[config.mk]
export PLATFORM = sky130hd
export DESIGN_NAME = trace_dump_ctrl
export DESIGN_NICKNAME = d
export VERILOG_FILES = /design/src/rtl/trace_dump_ctrl.sv
export SDC_FILE = /design/constraint.sdc
export NUM_CORES = 1
export LEC_CHECK = 0
export ABC_AREA = 0
export CAP_MARGIN = 20
export CORE_ASPECT_RATIO = 1.25
export CORE_UTILIZATION = 35
export DETAILED_ROUTE_END_ITERATION = 6
export HOLD_SLACK_MARGIN = 0.15
export PLACE_DENSITY = 0.71
export SKIP_CTS_REPAIR_TIMING = 1
export SLEW_MARGIN = 10
export SYNTH_ARGS = -nofsm -noshare
export SYNTH_HDL_FRONTEND = slang
export SYNTH_HIERARCHICAL = 1
export SYNTH_SLANG_ARGS = --single-unit
[constraint.sdc]
create_clock -name clk -period 4.6 [get_ports clk]
set_clock_uncertainty 0.2 [all_clocks]
set_input_delay 0.92 -clock clk [delete_from_list [all_inputs] [get_ports clk]]
set_output_delay 0.92 -clock clk [all_outputs]
set_load 0.02 [all_outputs]
[src/rtl/trace_dump_ctrl.sv]
// Generic synchronous FIFO with registered storage and an occupancy count.
// Latency: a pushed entry appears at out_dat on the cycle after the push.
// Backpressure: pops only on out_vld & out_rdy; pushing into a full FIFO is the caller's error.
module fifo #(
    parameter int W     = 8,
    parameter int DEPTH = 2,
    localparam int PW   = (DEPTH > 1) ? $clog2(DEPTH) : 1,
    localparam int CW   = $clog2(DEPTH + 1)
) (
    input  logic          clk,
    input  logic          rst_n,
    input  logic          in_vld,
    input  logic [W-1:0]  in_dat,
    output logic          out_vld,
    input  logic          out_rdy,
    output logic [W-1:0]  out_dat,
    output logic [CW-1:0] count
);
    logic [W-1:0]  mem [DEPTH];
    logic [PW-1:0] wr_ptr;
    logic [PW-1:0] rd_ptr;
    logic          pop;

    function automatic logic [PW-1:0] nxt(input logic [PW-1:0] p);
        return (p == PW'(DEPTH - 1)) ? '0 : p + PW'(1);
    endfunction

    assign out_vld = (count != '0);
    assign out_dat = mem[rd_ptr];
    assign pop     = out_vld & out_rdy;

    always_ff @(posedge clk or negedge rst_n) begin
        if (!rst_n) begin
            wr_ptr <= '0;
            rd_ptr <= '0;
            count  <= '0;
            for (int i = 0; i < DEPTH; i++) mem[i] <= '0;
        end else begin
            if (in_vld) begin
                mem[wr_ptr] <= in_dat;
                wr_ptr      <= nxt(wr_ptr);
            end
            if (pop) rd_ptr <= nxt(rd_ptr);
            case ({in_vld, pop})
                2'b10:   count <= count + CW'(1);
                2'b01:   count <= count - CW'(1);
                default: count <= count;
            endcase
        end
    end
endmodule

// Gates trace capture and streams the newest buffer entries, oldest first, to the host.
// Latency: dump_req at edge E0 gives first dump_valid after edge E0+RAM_LATENCY+2.
// Backpressure: reads issue against skid FIFO credit; entries hold stable while dump_ready is low.
module trace_dump_ctrl #(
    parameter int N           = 8,
    parameter int DATA_WIDTH  = 32,
    parameter int TB_SIZE     = 64,
    parameter int RAM_LATENCY = 1,
    localparam int AW         = $clog2(TB_SIZE)
) (
    input  logic                           clk,
    input  logic                           rst_n,
    input  logic                           trace_en,
    input  logic                           valid_in,
    input  logic                           dump_req,
    output logic                           tracing,
    output logic [AW-1:0]                  rd_addr,
    input  logic [N-1:0][DATA_WIDTH-1:0]   rd_vector,
    output logic                           dump_valid,
    input  logic                           dump_ready,
    output logic [N-1:0][DATA_WIDTH-1:0]   dump_vector,
    output logic                           dump_last,
    output logic                           dump_done,
    output logic                           busy
);
    localparam int DEPTH = RAM_LATENCY + 1;
    localparam int CW    = $clog2(DEPTH + 1);

    typedef enum logic [1:0] {IDLE, FREEZE, READ, DONE} state_t;

    state_t                 state_q, state_d;
    logic [AW-1:0]          wr_ptr;
    logic [AW-1:0]          fill;
    logic [AW-1:0]          remaining;
    logic [RAM_LATENCY-1:0] pipe;
    logic [CW-1:0]          inflight;
    logic [CW-1:0]          fifo_count;
    logic [CW:0]            credit_used;
    logic                   issue;
    logic                   capture;
    logic                   pop;
    logic                   last_accept;
    logic                   tracing_d;
    logic                   dump_done_d;

    always_comb begin
        inflight = '0;
        for (int i = 0; i < RAM_LATENCY; i++) inflight = inflight + CW'(pipe[i]);
    end

    assign pop     = dump_valid & dump_ready;
    assign capture = pipe[RAM_LATENCY-1];

    // Counting the same-cycle pop as freed credit keeps one beat per cycle with ready held high.
    assign credit_used = {1'b0, fifo_count} + {1'b0, inflight} - {{CW{1'b0}}, pop};
    assign issue       = (state_q == READ) && (remaining != '0)
                         && (credit_used < (CW+1)'(RAM_LATENCY + 1));

    assign dump_last   = (state_q == READ) && dump_valid && (remaining == '0)
                         && (inflight == '0) && (fifo_count == CW'(1));
    assign last_accept = dump_last & dump_ready;
    assign busy        = (state_q != IDLE);

    always_comb begin
        state_d     = state_q;
        tracing_d   = 1'b0;
        dump_done_d = last_accept;
        case (state_q)
            IDLE: begin
                tracing_d = trace_en;
                if (dump_req) begin
                    if (fill != '0) begin
                        state_d   = FREEZE;
                        tracing_d = 1'b0;
                    end else begin
                        dump_done_d = 1'b1;
                    end
                end
            end
            FREEZE:  state_d = READ;
            READ:    if (last_accept) state_d = DONE;
            DONE:    state_d = IDLE;
            default: state_d = IDLE;
        endcase
    end

    always_ff @(posedge clk or negedge rst_n) begin
        if (!rst_n) begin
            state_q   <= IDLE;
            tracing   <= 1'b0;
            dump_done <= 1'b0;
        end else begin
            state_q   <= state_d;
            tracing   <= tracing_d;
            dump_done <= dump_done_d;
        end
    end

    // Shadow of the buffer's write pointer; wr_ptr resets to the buffer's power-up address.
    always_ff @(posedge clk or negedge rst_n) begin
        if (!rst_n) begin
            wr_ptr <= AW'(1);
            fill   <= '0;
        end else if (state_q == DONE) begin
            fill <= '0;
        end else if (tracing && valid_in) begin
            wr_ptr <= (wr_ptr == AW'(TB_SIZE - 1)) ? '0 : wr_ptr + AW'(1);
            if (fill != AW'(TB_SIZE - 1)) fill <= fill + AW'(1);
        end
    end

    always_ff @(posedge clk or negedge rst_n) begin
        if (!rst_n) begin
            rd_addr   <= '0;
            remaining <= '0;
        end else if (state_q == FREEZE) begin
            rd_addr   <= wr_ptr - fill;
            remaining <= fill;
        end else if (issue) begin
            rd_addr   <= rd_addr + AW'(1);
            remaining <= remaining - AW'(1);
        end
    end

    always_ff @(posedge clk or negedge rst_n) begin
        if (!rst_n) begin
            pipe <= '0;
        end else begin
            pipe[0] <= issue;
            for (int i = 1; i < RAM_LATENCY; i++) pipe[i] <= pipe[i-1];
        end
    end

    fifo #(
        .W     (N * DATA_WIDTH),
        .DEPTH (DEPTH)
    ) u_skid (
        .clk     (clk),
        .rst_n   (rst_n),
        .in_vld  (capture),
        .in_dat  (rd_vector),
        .out_vld (dump_valid),
        .out_rdy (dump_ready),
        .out_dat (dump_vector),
        .count   (fifo_count)
    );
endmodule

# Word level (Yosys, flattened, before mapping)
# Index checks and enable logic that the tools add are counted.
[totals]
regBits = 545
in_bits = 262
output_inout_bits = 267
word_cells = 93
[classes]
addsub = 11
magnitude_cmp = 4
n_eq_ne = 11
muxes = 27
n_bitwise = 5
n_reduce_logical = 22
[op_table]
columns = ["cell", "n"]
rows = [
  ["$mux 256", 4],
  ["$bwmux 512", 1],
  ["$demux 256 s1", 1],
  ["$mux 6", 8],
  ["$add 6x1->6 const B", 3],
  ["$reduce_bool 2->1", 6],
  ["$reduce_bool 6->1", 2],
  ["$logic_and 1x1->1", 8],
  ["$mux 1", 8],
  ["$pmux 2 s4", 1],
  ["$eq 2x1->1 const B", 3],
  ["$eq 2x2->1 const B", 3],
  ["$eq 6x6->1 const B", 1],
  ["$logic_not 6->1", 1],
  ["$mux 2", 3],
  ["$ne 2x2->1 const B", 3],
  ["$ne 6x6->1 const B", 1],
  ["$sub 6x1->6 const B", 1],
  ["$sub 6x6->6", 1],
  ["$ge 2x2->1 const B", 2],
  ["$logic_not 2->1", 2],
  ["$not 1->2", 2],
  ["$pmux 2 s2", 1],
  ["$reduce_and 2->1", 2],
  ["other kinds (10)", 12],
]

# Depth between registers and ports, before layout
# Gate-level depths: netlist of run 1.
[depth]
depth_word = 9
mapped_depth = 11

# Modules after synthesis
# Netlist of run 1, hierarchy kept.
[modules_own_cells]
columns = ["module", "instances", "cells_per_inst", "area_per_inst_um2", "seq_area_each_um2"]
rows = [
  ["fifo", 1, 1381, 22281.4, 12912.4],
  ["trace_dump_ctrl", 1, 189, 1810.5, 726.9],
]

# Least setup slack after synthesis of run 1
# Ideal clock, no wire load.
[synth_path]
path_kind = "input to register"
startpoint = "input port dump_ready"
endpoint = "register rd_addr[3]"
arrival_time_ns = 2.880
setup_slack_ns = 1.442
stages = 10
cell_sequence = "and2_1 ha_1 nand2b_1 fa_1 nand2_1 a211oi_2 buf_4 nand2_1 xor2_1 a21oi_1"
[synth_between]
elab_chain_cells = 5
[synth_lines]
columns = ["element", "line", "rtl"]
rows = [
  ["start: declaration", "72", "input logic dump_ready,"],
  ["$and 1x1->1", "103", "assign pop = dump_valid & dump_ready;"],
  ["$sub 3x1->3", "107", "assign credit_used = {1'b0, fifo_count} + {1'b0, inflight} - {{CW{1'b0}}, pop};"],
  ["$lt 3x2->1", "109", "&& (credit_used < (CW+1)'(RAM_LATENCY + 1));"],
  ["$logic_and 1x1->1", "109", ""],
  ["net issue", "91", "logic issue;"],
  ["$reduce_bool 2->1 (no source line)", "--", ""],
  ["end signal: assignment", "169", "rd_addr <= wr_ptr - fill;"],
  ["end signal: assignment", "172", "rd_addr <= rd_addr + AW'(1);"],
  ["end: declaration", "69", "output logic [AW-1:0] rd_addr,"],
]
# The timed path passes the listed nets, and every way through them passes these cells.
# A chain may end at the register's enable or synchronous reset.

==> reports/results.md, run 1 <==
| Stage | Quantity | Value |
|---|---|---|
| status | Result of the run | complete, no violations |
| run | Number of max-cap violations | 0 |
| clock network | CTS buffer count | 55 |
| routing | Detail-routed net length per standard cell | 19.5 um |
| cells and area | Non-filler cells in the finished layout | 3022 |
| power and ir drop | Pwr per Cell Area | 795 nW/um^2 |
| clock network | Clock tree buffer depth | 3 |
| power and ir drop | Static leakage power | 13.6 nW |
| clock network | Insertion delay of the later-clocked pin in the worst-skew pair | 0.58 ns |
| placed design | Post-detailed-placement half-perimeter wirelength | 40.6 mm |
| timing | Headroom to the max-slew limit | 34.4% |
| setup path | Signal arrival time at the worst endpoint | 2.67 ns |
| synthesis | Fraction of the yosys area taken by sequential cells | 56.6% |
| placed design | Number of port buffers | 528 |
| routing | Vias per std cell | 4.85 |
| timing | Fin crit period | 3.79 ns |
| timing | Final-layout worst hold slack | 0.199 ns |
| timing | Number of endpoints with negative hold slack in the final report | 0 |
| setup path | Kind of end point of the critical path | output pin |
| setup path | Worst setup slack for register-to-register paths | 1.50 ns |
| synthesis | Leading post-synthesis cells by instance count | sky130_fd_sc_hd__mux2_2, sky130_fd_sc_hd__dfrtp_1, sky130_fd_sc_hd__buf_4 |
| setup path | Worst R2R Start | u_skid/count[1] |
| cells and area | Final cell utilization of the core | 47.3% |
| setup path | R2r endpoint | remaining[4] |
| synthesis | Cell area after technology mapping | 24100 um^2 |
| timing | Setup violations, final | 0 |
| setup path | Critical Path Fanout Max | 73 |
| synthesis | Number of synthesized flops with an enable pin | 0 |
| placed design | Cell Area, Placed | 30300 um^2 |
| setup path | Worst Path Required | 3.48 ns |
| clock network | TritonCTS clock tree | built |
| timing | Actual slew at the worst max-slew pin | 0.984 ns |
| clock network | Clock-pin slew on the worst setup and hold paths | 0.06 ns |
| placed design | Global placer's final weighted congestion | 0.782 |
| synthesis | Post-synth top area share | 56.5% |
| timing | Timing-limited maximum frequency | 264 MHz |
| timing | Share of the clock period used by the worst path after layout | 82.3% |
| timing | Slew Viols, Final | 0 |
| routing | Remaining number of nets flagged by the antenna check after routing | 0 |
| clock network | TritonCTS sink count | 545 |
| synthesis | Cell count after synthesis | 1570 |
| cells and area | Layout cells sized above 1 | 42.3% |
| synthesis | Total of warnings raised by yosys | 6 |
| routing | 1st-pass router iterations | 4 |
| global routing | First-pass GRT wire length | 91.9 mm |
| cells and area | Post-Layout Inst Area | 32200 um^2 |
| synthesis | Top cells by area in the synthesized netlist | sky130_fd_sc_hd__dfrtp_1, sky130_fd_sc_hd__mux2_2, sky130_fd_sc_hd__buf_4, sky130_fd_sc_hd__buf_6, sky130_fd_sc_hd__ha_1 |
| die | Initial Utilization | 35.4% |
| cells and area | Area Overhead vs Synth | 33.7% |
| power and ir drop | VDD IR max | 0.459 mV |
| global routing | Number of antenna violations at the first check in global routing | 10 |
| synthesis | Post-synthesis sequential element count | 545 |
| timing | Unrepaired setup endpoints after global routing | false |
| die | Core Region | 68100 um^2 |
| global routing | Largest net degree at the start of global routing | 125 |
| synthesis | Largest area contributor in the netlist | sky130_fd_sc_hd__dfrtp_1 |
| power and ir drop | Total power draw | 25.6 mW |
| setup path | Number of cell instances on the worst register-to-register path | 11 |
| die | Die ar. | 69900 um^2 |
| placed design | Instance count after placement with tap cells included | 2910 |
| synthesis | Number of distinct standard cells referenced by the synthesized netlist | 46 |
| die | Number of placement rows | 107 |
| synthesis | Most numerous cell in the Yosys netlist | sky130_fd_sc_hd__mux2_2 |
| setup path | Category of the most critical setup path | reg2out |
| die | Die extent in y | 295 um |
| synthesis | Post-synthesis area per instance | 15.3 um^2 |
| hold path | Hold WC Path Type | in2async |
| global routing | GRT Resource Usage Total | 16.6% |
| placed design | Setup slack after placement | 0.884 ns |
| setup path | Critical path launch point type | flop |
| synthesis | Proportion of register bits with asynchronous set or reset after synthesis | 100% |
| routing | Drt first-iter violations | 443 |
| global routing | Residual overflow from global routing | 0 |
| synthesis | Prevailing post-synth register cell | sky130_fd_sc_hd__dfrtp_1 |
| timing | Worst setup margin | 0.813 ns |
| die | Number of top-level pins | 529 |
| global routing | Vias in the first global route | 16543 |
| timing | Sum of negative setup slack | 0 ns |
| die | Die width | 237 um |
| routing | Total via count after detailed routing | 14653 |
| clock network | H-tree depth | 2 |
| cells and area | Number of nets at the end of the flow | 2377 |
| routing | DRC viols | 0 |
| synthesis | Post-Syn Nets | 1852 |
| routing | WL final | 58.8 mm |
| clock network | CTS Root Buffer Type | sky130_fd_sc_hd__clkbuf_16 |
==> critical path, stage by stage (launching register included) <==
cell	delay, ns
sky130_fd_sc_hd__dfrtp_4	0.62
sky130_fd_sc_hd__buf_12	0.39
sky130_fd_sc_hd__mux2_2	0.39
sky130_fd_sc_hd__clkdlybuf4s50_1	0.61
==> state kept, by name, summed over array words and instances (netlist names) <==
signal         count
tracing            1
fill               6
u_skid/mem       512
u_skid/rd_ptr      1
dump_done          1
state_q            2
u_skid/count       2
u_skid/wr_ptr      1
remaining          6
capture            1
wr_ptr             6
rd_addr            6
==> how the worst max path moves through the flow <==
stage,from,end,slack [ns]
final,u_skid/rd_ptr,dump_vector[24],0.81
after global routing,u_skid/rd_ptr,dump_vector[19],0.72
after CTS,u_skid/rd_ptr,dump_vector[24],0.75
after detailed placement,dump_ready,remaining[4],0.88
after global placement,dump_ready,remaining[5],0.95
after floorplan,dump_ready,rd_addr[3],1.44
==> layer usage <==
layer  global-route usage (%)  share of wire [%]  vias up  routed length [um]
li1                         -                  -     6654                   -
met1                     18.4                 38     7540               22300
met2                     30.3                 54      363               31500
met3                     3.97                5.4       96                3200
met4                     6.59                3.1        0                1830
met5                        0                  0        -                   0
==> placed cells by master, fill, tap and decap left out, types with 12 or more instances in the layout <==
cell                                n
sky130_fd_sc_hd__mux2_2           768
sky130_fd_sc_hd__dfrtp_1          543
sky130_fd_sc_hd__clkdlybuf4s50_1  527
sky130_fd_sc_hd__clkbuf_16         55
sky130_fd_sc_hd__nand2_1           23
sky130_fd_sc_hd__ha_1              18
sky130_fd_sc_hd__buf_12            18
sky130_fd_sc_hd__clkbuf_8          17
sky130_fd_sc_hd__inv_1             16
sky130_fd_sc_hd__xor2_1            16
sky130_fd_sc_hd__o21ai_0           14
sky130_fd_sc_hd__nor2_1            13
sky130_fd_sc_hd__clkinv_2          12
sky130_fd_sc_hd__buf_4             12
==> logic make-up (layout without fill, tap and decap cells) <==
group,count (synthesis),in the layout,share of synthesized area (%)
other,0,10,0
buffers and inverters,106,676,2.98
adders and majority gates,20,20,1.10
AOI/OAI and AO/OA,34,34,0.888
xor gates and xnor gates,26,26,0.945
muxes,771,771,36.0
and+or+nand+nor,68,68,1.43
DFF,545,545,56.6
==> report_power, final <==
group,total (mW),internal (mW),switching [mW]
clock,4.67,2.81,1.86
combinational,12.7,7.01,5.66
sequential,8.29,7.12,1.18
total,25.6,16.9,8.70
==> final cells by class <==
type,instances,area [um^2]
diodes,10,25.0
clock buffers,81,1640
clock inverters,21,267
fillers,5990,35900
inverters,16,60.1
multi-input cells,919,9750
flip-flops and latches,545,13600
well taps,872,1090
repair buffers,558,5740
No activity file was read; power rests on OpenSTA's default activity.
==> run 2: changes to the inputs <==
--- a/config.mk
+++ b/config.mk
@@ -11,7 +11,7 @@
 export CORE_UTILIZATION = 35
 export DETAILED_ROUTE_END_ITERATION = 6
 export HOLD_SLACK_MARGIN = 0.15
-export PLACE_DENSITY = 0.71
+export PLACE_DENSITY = 0.73
 export SKIP_CTS_REPAIR_TIMING = 1
 export SLEW_MARGIN = 10
 export SYNTH_ARGS = -nofsm -noshare
==> constraint.sdc (replaced) <==
create_clock -name clk -period 3.1 [get_ports clk]
set_clock_uncertainty 0.2 [all_clocks]
set_input_delay 0.62 -clock clk [delete_from_list [all_inputs] [get_ports clk]]
set_output_delay 0.62 -clock clk [all_outputs]
set_load 0.02 [all_outputs]
==> run 2 against run 1 <==
Effect of this change: the flow now finishes with violations (setup timing); sequential power increased by 48%; final area up 2.5%; combinational power up 47%.
==> reports/results.md, run 2 (same netlist as run 1, synthesis figures left out) <==
| Stage | Quantity | Value | Delta |
|---|---|---|---|
| routing | Remaining number of nets flagged by the antenna check after routing | 0 | unchanged |
| routing | WL final | 60.3 mm | +2.5% |
| die | Die extent in y | 295 um | unchanged |
| setup path | Worst R2R Start | u_skid/count[0] |  |
| cells and area | Commonest non-fill, non-tap cells in the layout | sky130_fd_sc_hd__mux2_2, sky130_fd_sc_hd__dfrtp_1, sky130_fd_sc_hd__clkdlybuf4s50_1 |  |
| die | Die width | 237 um | unchanged |
| setup path | Critical Path Fanout Max | 26 | -64% |
| clock network | Clock tree buffer depth | 3 | unchanged |
| hold path | Endpoint, Worst Hold | u_skid/mem[138] |  |
| clock network | H-tree depth | 2 | unchanged |
| setup path | Crit-path max cell delay | 0.54 ns | -0.08 ns |
| timing | Final-layout worst hold slack | 0.299 ns | +0.0991 ns |
| global routing | Vias in the first global route | 16581 | +0.23% |
| timing | Fin crit period | 3.27 ns |  |
| power and ir drop | Share of power burned in combinational logic | 49.2% | -0.2 points |
| placed design | Number of port buffers | 528 | unchanged |
| power and ir drop | VDD IR max | 0.725 mV | +58% |
| setup path | Kind of end point of the critical path | output pin |  |
| timing | Unrepaired setup endpoints after global routing | true |  |
| cells and area | Number of nets at the end of the flow | 2400 | +0.97% |
| power and ir drop | Sw Ratio | 34.3% | +0.35 points |
| placed design | Global placer's final weighted congestion | 0.788 | +0.77% |
| power and ir drop | Pwr per Cell Area | 1150 nW/um^2 | +45% |
| status | Result of the run | complete, but fails checks |  |
| die | Number of top-level pins | 529 | unchanged |
| clock network | TritonCTS sink count | 545 | unchanged |
| timing | Number of endpoints with negative hold slack in the final report | 0 | unchanged |
| routing | DRC viols | 0 | unchanged |
| global routing | Residual overflow from global routing | 0 | unchanged |
| timing | Worst setup margin | -0.166 ns | -0.979 ns |
| routing | 1st-pass router iterations | 4 | unchanged |
| routing | Detail-routed net length per standard cell | 19.8 um | +1.8% |
| global routing | First-pass GRT wire length | 92.1 mm | +0.21% |
| cells and area | Area Overhead vs Synth | 37.1% |  |
| timing | Share of the clock period used by the worst path after layout | 105% |  |
| hold path | Hold Startpoint | u_skid/mem[138] |  |
| timing | Actual slew at the worst max-slew pin | 0.829 ns | -0.155 ns |
| status | Violated checks | setup timing |  |
| clock network | Insertion delay of the later-clocked pin in the worst-skew pair | 0.60 ns | +0.02 ns |
| setup path | Critical path launch point type | flop |  |
| setup path | Worst Path Required | 2.28 ns | -1.20 ns |
| setup path | Levels on crit path | 4 | +1 |
| run | Number of max-cap violations | 0 | unchanged |
| global routing | Largest net degree at the start of global routing | 107 | -14% |
| timing | Headroom to the max-slew limit | 44.7% | +10 points |
| setup path | Most numerous cell on the critical path | sky130_fd_sc_hd__buf_12 |  |
| cells and area | Leading cell type in the layout, fill and taps excluded | sky130_fd_sc_hd__mux2_2 |  |
| setup path | Worst setup slack for register-to-register paths | 0.16 ns | -1.34 ns |
| timing | Timing-limited maximum frequency | 306 MHz |  |
| cells and area | Layout cells sized above 1 | 42.6% | +0.26 points |
| hold path | Cells on Worst Hold Path | 1 |  |
| die | Number of placement rows | 107 | unchanged |
| placed design | Post-detailed-placement half-perimeter wirelength | 41.7 mm | +2.6% |
| setup path | Number of cell instances on the worst register-to-register path | 11 | unchanged |
| global routing | Number of antenna violations at the first check in global routing | 10 | unchanged |
| clock network | CTS Root Buffer Type | sky130_fd_sc_hd__clkbuf_16 |  |
| timing | Slew Viols, Final | 0 | unchanged |
| die | Core Region | 68100 um^2 | unchanged |
| routing | Drt first-iter violations | 441 | -0.45% |
| clock network | Clock-pin slew on the worst setup and hold paths | 0.06 ns | about the same |
| routing | Total via count after detailed routing | 14829 | +1.2% |
| global routing | GRT Resource Usage Total | 16.7% | +0.10 points |
| routing | Vias per std cell | 4.87 | +0.47% |
| setup path | Largest delay contributor family on the critical path | buffers and inverters |  |
| power and ir drop | Static leakage power | 16.0 nW | +18% |
| setup path | Signal arrival time at the worst endpoint | 2.45 ns | -0.22 ns |
| die | Die ar. | 69900 um^2 | unchanged |
| setup path | Master of the slowest instance on the critical path | sky130_fd_sc_hd__clkdlybuf4s50_1 |  |
| power and ir drop | Int Pwr | 25.0 mW | +47% |
| setup path | R2r endpoint | rd_addr[5] |  |
| timing | Setup violations, final | 47 | +47 |
| power and ir drop | Proportion of power drawn by the clock network | 18.5% | +0.3 points |
| setup path | CP Buf/Inv Count | 3 | +1 |
| power and ir drop | Net switching power | 13.0 mW | +50% |
| cells and area | Register with the most flip-flops | u_skid/mem |  |
| hold path | Hold WC Path Type | reg2reg |  |
| timing | Sum of negative setup slack | -2.95 ns | -2.95 ns |
| setup path | Category of the most critical setup path | reg2out |  |
| die | Initial Utilization | 35.4% | unchanged |
| power and ir drop | Sequential power share | 32.3% | about the same |
| power and ir drop | Total power draw | 38.0 mW | +48% |
| clock network | TritonCTS clock tree | built |  |
| clock network | CTS buffer count | 57 | +3.6% |
| setup path | Cells along the critical path | buf_12 > buf_12 > mux2_2 > clkdlybuf4s50_1 |  |
| cells and area | Max reg flops | 512 | unchanged |
run 2: metrics by stage:
step | utilization, % | setup WS (ns) | std cells | area (um^2)
floorplan | - | 0.0560 | 1570 | 24100
global placement | 44.7 | -0.197 | 2927 | 30500
detailed placement | 44.7 | -0.248 | 2927 | 30500
CTS | 47.5 | -0.345 | 3030 | 32400
global route | 48.5 | -0.254 | 3044 | 33000
finish | 48.5 | -0.166 | 3044 | 33000
run 2: power groups by stage:
stage	Combinational [mW]	Sequential, mW	Clock, mW
after floorplan	11.8	11.8	0
after global placement	18.8	12.0	0
after detailed placement	19.2	12.4	0
after CTS	19.3	12.3	7.27
after global routing	19.8	12.7	7.56
final	18.7	12.3	7.02
run 2: area by class of cell:
type	count	area (um^2)
fillers	5777	35100
flip-flops and latches	545	13600
multi-input cells	919	9750
repair buffers	579	6530
clock buffers	83	1610
well taps	872	1090
clock inverters	20	312
inverters	16	60.1
diodes	10	25.0
run 2: worst max-delay path by stage:
stage | start | endpoint | slack [ns]
global route | u_skid/rd_ptr | dump_vector[19] | -0.25
global placement | dump_ready | rd_addr[1] | -0.20
CTS | u_skid/rd_ptr | dump_vector[253] | -0.35
floorplan | u_skid/count[1] | rd_addr[3] | 0.06
detailed placement | dump_ready | rd_addr[5] | -0.25
finish | u_skid/rd_ptr | dump_vector[19] | -0.17
run 2: worst reg2reg max path, stage by stage (launching register included):
cell and delay, ns:
sky130_fd_sc_hd__dfrtp_1 0.37, sky130_fd_sc_hd__or2_2 0.32, sky130_fd_sc_hd__and2_1 0.15, sky130_fd_sc_hd__ha_1 0.25
sky130_fd_sc_hd__nand2b_1 0.16, sky130_fd_sc_hd__fa_1 0.51, sky130_fd_sc_hd__nand2_1 0.06, sky130_fd_sc_hd__a211oi_2 0.22
sky130_fd_sc_hd__buf_6 0.18, sky130_fd_sc_hd__nand4_1 0.13, sky130_fd_sc_hd__xor2_1 0.16, sky130_fd_sc_hd__mux2i_1 0.08
run 2: routing by layer:
| metal | global-route usage (%) | wire length (um) | vias to the layer above | part of all wire, % |
|---|---|---|---|---|
| met1 | 18.1 | 22500 | 7612 | 37 |
| met5 | 0 | 0 | - | 0 |
| met4 | 7.95 | 2530 | 0 | 4.2 |
| li1 | - | - | 6707 | - |
| met2 | 30.2 | 31900 | 382 | 53 |
| met3 | 4.23 | 3380 | 128 | 5.6 |
==> run 3: changes to the inputs <==
==> constraint.sdc (replaced) <==
create_clock -name clk -period 2.7 [get_ports clk]
set_clock_uncertainty 0.2 [all_clocks]
set_input_delay 0.54 -clock clk [delete_from_list [all_inputs] [get_ports clk]]
set_output_delay 0.54 -clock clk [all_outputs]
set_load 0.02 [all_outputs]
==> run 3 against run 2 <==
Effect of this change: the flow still finishes with violations (setup timing); hold slack worse by 0.034 ns; first-iteration DRC count is 19% lower; sequential power is 15% higher; sequential cell count stayed put; total power is 15% higher; via count is 0.51% higher; highest routed layer unchanged.
==> reports/results.md, run 3 (same netlist as run 1, synthesis figures left out) <==
| Stage | Quantity | Value | Delta |
|---|---|---|---|
| timing | Number of endpoints with negative hold slack in the final report | 0 | unchanged |
| timing | Unrepaired setup endpoints after global routing | true |  |
| power and ir drop | Pwr per Cell Area | 1320 nW/um^2 | +15% |
| clock network | CTS Root Buffer Type | sky130_fd_sc_hd__clkbuf_16 |  |
| die | Die width | 237 um | unchanged |
| timing | Actual slew at the worst max-slew pin | 0.529 ns | -0.300 ns |
| cells and area | Area Overhead vs Synth | 37.3% |  |
| cells and area | Non-filler cells in the finished layout | 3074 | +0.99% |
| die | Core Region | 68100 um^2 | unchanged |
| global routing | Vias in the first global route | 16696 | +0.69% |
| status | Result of the run | complete, but fails checks |  |
| setup path | Levels on crit path | 4 | unchanged |
| setup path | CP Buf/Inv Count | 3 | unchanged |
| global routing | Residual overflow from global routing | 0 | unchanged |
| placed design | Instance count after placement with tap cells included | 2963 | +1.2% |
| die | Initial Utilization | 35.4% | unchanged |
| cells and area | Post-Layout Inst Area | 33100 um^2 | +0.11% |
| power and ir drop | Static leakage power | 15.4 nW | -3.7% |
| clock network | Clock-pin slew on the worst setup and hold paths | 0.06 ns | about the same |
| clock network | CTS buffer count | 56 | -1.8% |
| setup path | Signal arrival time at the worst endpoint | 2.39 ns | -0.06 ns |
| timing | Share of the clock period used by the worst path after layout | 116% |  |
| cells and area | Register with the most flip-flops | u_skid/mem |  |
| placed design | Post-detailed-placement half-perimeter wirelength | 43.2 mm | +3.7% |
| routing | Remaining number of nets flagged by the antenna check after routing | 0 | unchanged |
| cells and area | Leading cell type in the layout, fill and taps excluded | sky130_fd_sc_hd__mux2_2 |  |
| cells and area | Filler Cell Count | 5853 | +1.3% |
| cells and area | Number of nets at the end of the flow | 2432 | +1.3% |
| global routing | Global-route met1 utilization | 18.5% | +0.40 points |
| timing | Worst setup margin | -0.431 ns | -0.265 ns |
| global routing | Number of antenna violations at the first check in global routing | 8 | -2 |
| die | Die extent in y | 295 um | unchanged |
| clock network | TritonCTS clock tree | built |  |
| cells and area | Commonest non-fill, non-tap cells in the layout | sky130_fd_sc_hd__mux2_2, sky130_fd_sc_hd__dfrtp_1, sky130_fd_sc_hd__clkdlybuf4s50_1 |  |
| setup path | Number of cell instances on the worst register-to-register path | 11 | unchanged |
| setup path | Critical path launch point type | flop |  |
| timing | Timing-limited maximum frequency | 319 MHz |  |
| die | Number of top-level pins | 529 | unchanged |
| placed design | Cell Area, Placed | 30900 um^2 | +1.4% |
| routing | DRC viols | 0 | unchanged |
| clock network | TritonCTS sink count | 545 | unchanged |
| global routing | First-pass GRT wire length | 92.3 mm | +0.23% |
| global routing | Largest net degree at the start of global routing | 55 | -49% |
| die | Die ar. | 69900 um^2 | unchanged |
| setup path | Critical Path Fanout Max | 29 | +12% |
| placed design | Global placer's final weighted congestion | 0.796 | +0.98% |
| routing | Drt first-iter violations | 356 | -19% |
| setup path | Crit-path max cell delay | 0.54 ns | about the same |
| setup path | Category of the most critical setup path | reg2out |  |
| routing | 1st-pass router iterations | 6 | +2 |
| clock network | Clock tree buffer depth | 3 | unchanged |
| global routing | Most used routing layer | met2 |  |
| timing | Sum of negative setup slack | -48.32 ns | -45.36 ns |
| setup path | Cells along the critical path | buf_16 > buf_4 > mux2_2 > clkdlybuf4s50_1 |  |
| timing | Slew Viols, Final | 0 | unchanged |
| power and ir drop | VDD IR max | 0.911 mV | +26% |
| status | Violated checks | setup timing |  |
| global routing | GRT met2 Usage | 29.5% | -0.65 points |
| placed design | Number of port buffers | 528 | unchanged |
| clock network | Insertion delay of the later-clocked pin in the worst-skew pair | 0.60 ns | about the same |
| setup path | Master of the slowest instance on the critical path | sky130_fd_sc_hd__clkdlybuf4s50_1 |  |
| cells and area | Area of combinational cells with multiple inputs | 9810 um^2 | +0.59% |
| routing | Detail-routed net length per standard cell | 19.5 um | -1.6% |
| placed design | Setup slack after placement | -0.475 ns | -0.227 ns |
| timing | Setup violations, final | 262 | +460% |
| setup path | Largest delay contributor family on the critical path | buffers and inverters |  |
| setup path | Worst Path Required | 1.96 ns | -0.32 ns |
| timing | Headroom to the max-slew limit | 64.7% | +20 points |
| global routing | Met3 Use GR | 5.18% | +0.95 points |
| timing | Fin crit period | 3.13 ns |  |
| cells and area | Max reg flops | 512 | unchanged |
| routing | Vias per std cell | 4.85 | -0.48% |
| global routing | GRT Resource Usage Total | 16.6% | -0.018 points |
| die | Number of placement rows | 107 | unchanged |
| cells and area | Storage cell area | 13600 um^2 | about the same |
| setup path | Kind of end point of the critical path | output pin |  |
| cells and area | Layout cells sized above 1 | 45.7% | +3.1 points |
| clock network | H-tree depth | 2 | unchanged |
| routing | WL final | 59.9 mm | -0.62% |
| routing | Total via count after detailed routing | 14904 | +0.51% |
| run | Number of max-cap violations | 0 | unchanged |
| hold path | Hold WC Path Type | in2async |  |
-- run 3: worst paths after layout --
check                                startpoint              end  slack (ns)
worst max-delay path              u_skid/rd_ptr  dump_vector[94]       -0.43
worst min-delay path                      rst_n   u_skid/mem[77]        0.26
worst max register to register  u_skid/count[1]       rd_addr[4]       -0.14
worst min register to register  u_skid/mem[208]  u_skid/mem[208]        0.30
max in group asynchronous                 rst_n  u_skid/mem[482]        1.11
min in group clk                u_skid/mem[208]  u_skid/mem[208]        0.30
-- run 3: power breakdown --
group | internal (mW) | leakage [nW] | total, mW | switching (mW)
Sequential | 12.1 | 6.61 | 14.1 | 1.97
Clock | 4.75 | 0.950 | 7.93 | 3.18
Combinational | 11.8 | 7.86 | 21.7 | 9.95
Total | 28.7 | 15.4 | 43.8 | 15.1
-- run 3: through the flow --
step / hold slack (ns) / util [%] / power (mW)
detailed placement: 0.287 / 45.3 / 36.6
finish: 0.265 / 48.5 / 43.8
global placement: 0.281 / 45.3 / 35.9
global route: 0.267 / 48.5 / 46.1
floorplan: 0.0444 / - / 27.2
CTS: -0.329 / 48.1 / 44.9
-- run 3: layout make-up --
| class | instances | area share, % |
|---|---|---|
| flip-flops and latches | 545 | 41.3 |
| multi-input cells | 919 | 29.7 |
| repair buffers | 612 | 19.7 |
| clock buffers | 82 | 5.06 |
| well taps | 872 | 3.30 |
| clock inverters | 20 | 0.734 |
| inverters | 16 | 0.182 |
| diodes | 8 | 0.0605 |
-- run 3: routing by layer --
metal  wire, um  part of all wire (%)  vias to the layer above
li1           -                     -                     6768
met1      22900                    38                     7610
met2      31000                    52                      418
met3       4040                   6.7                      108
met4       1990                   3.3                        0
met5          0                     0                        -
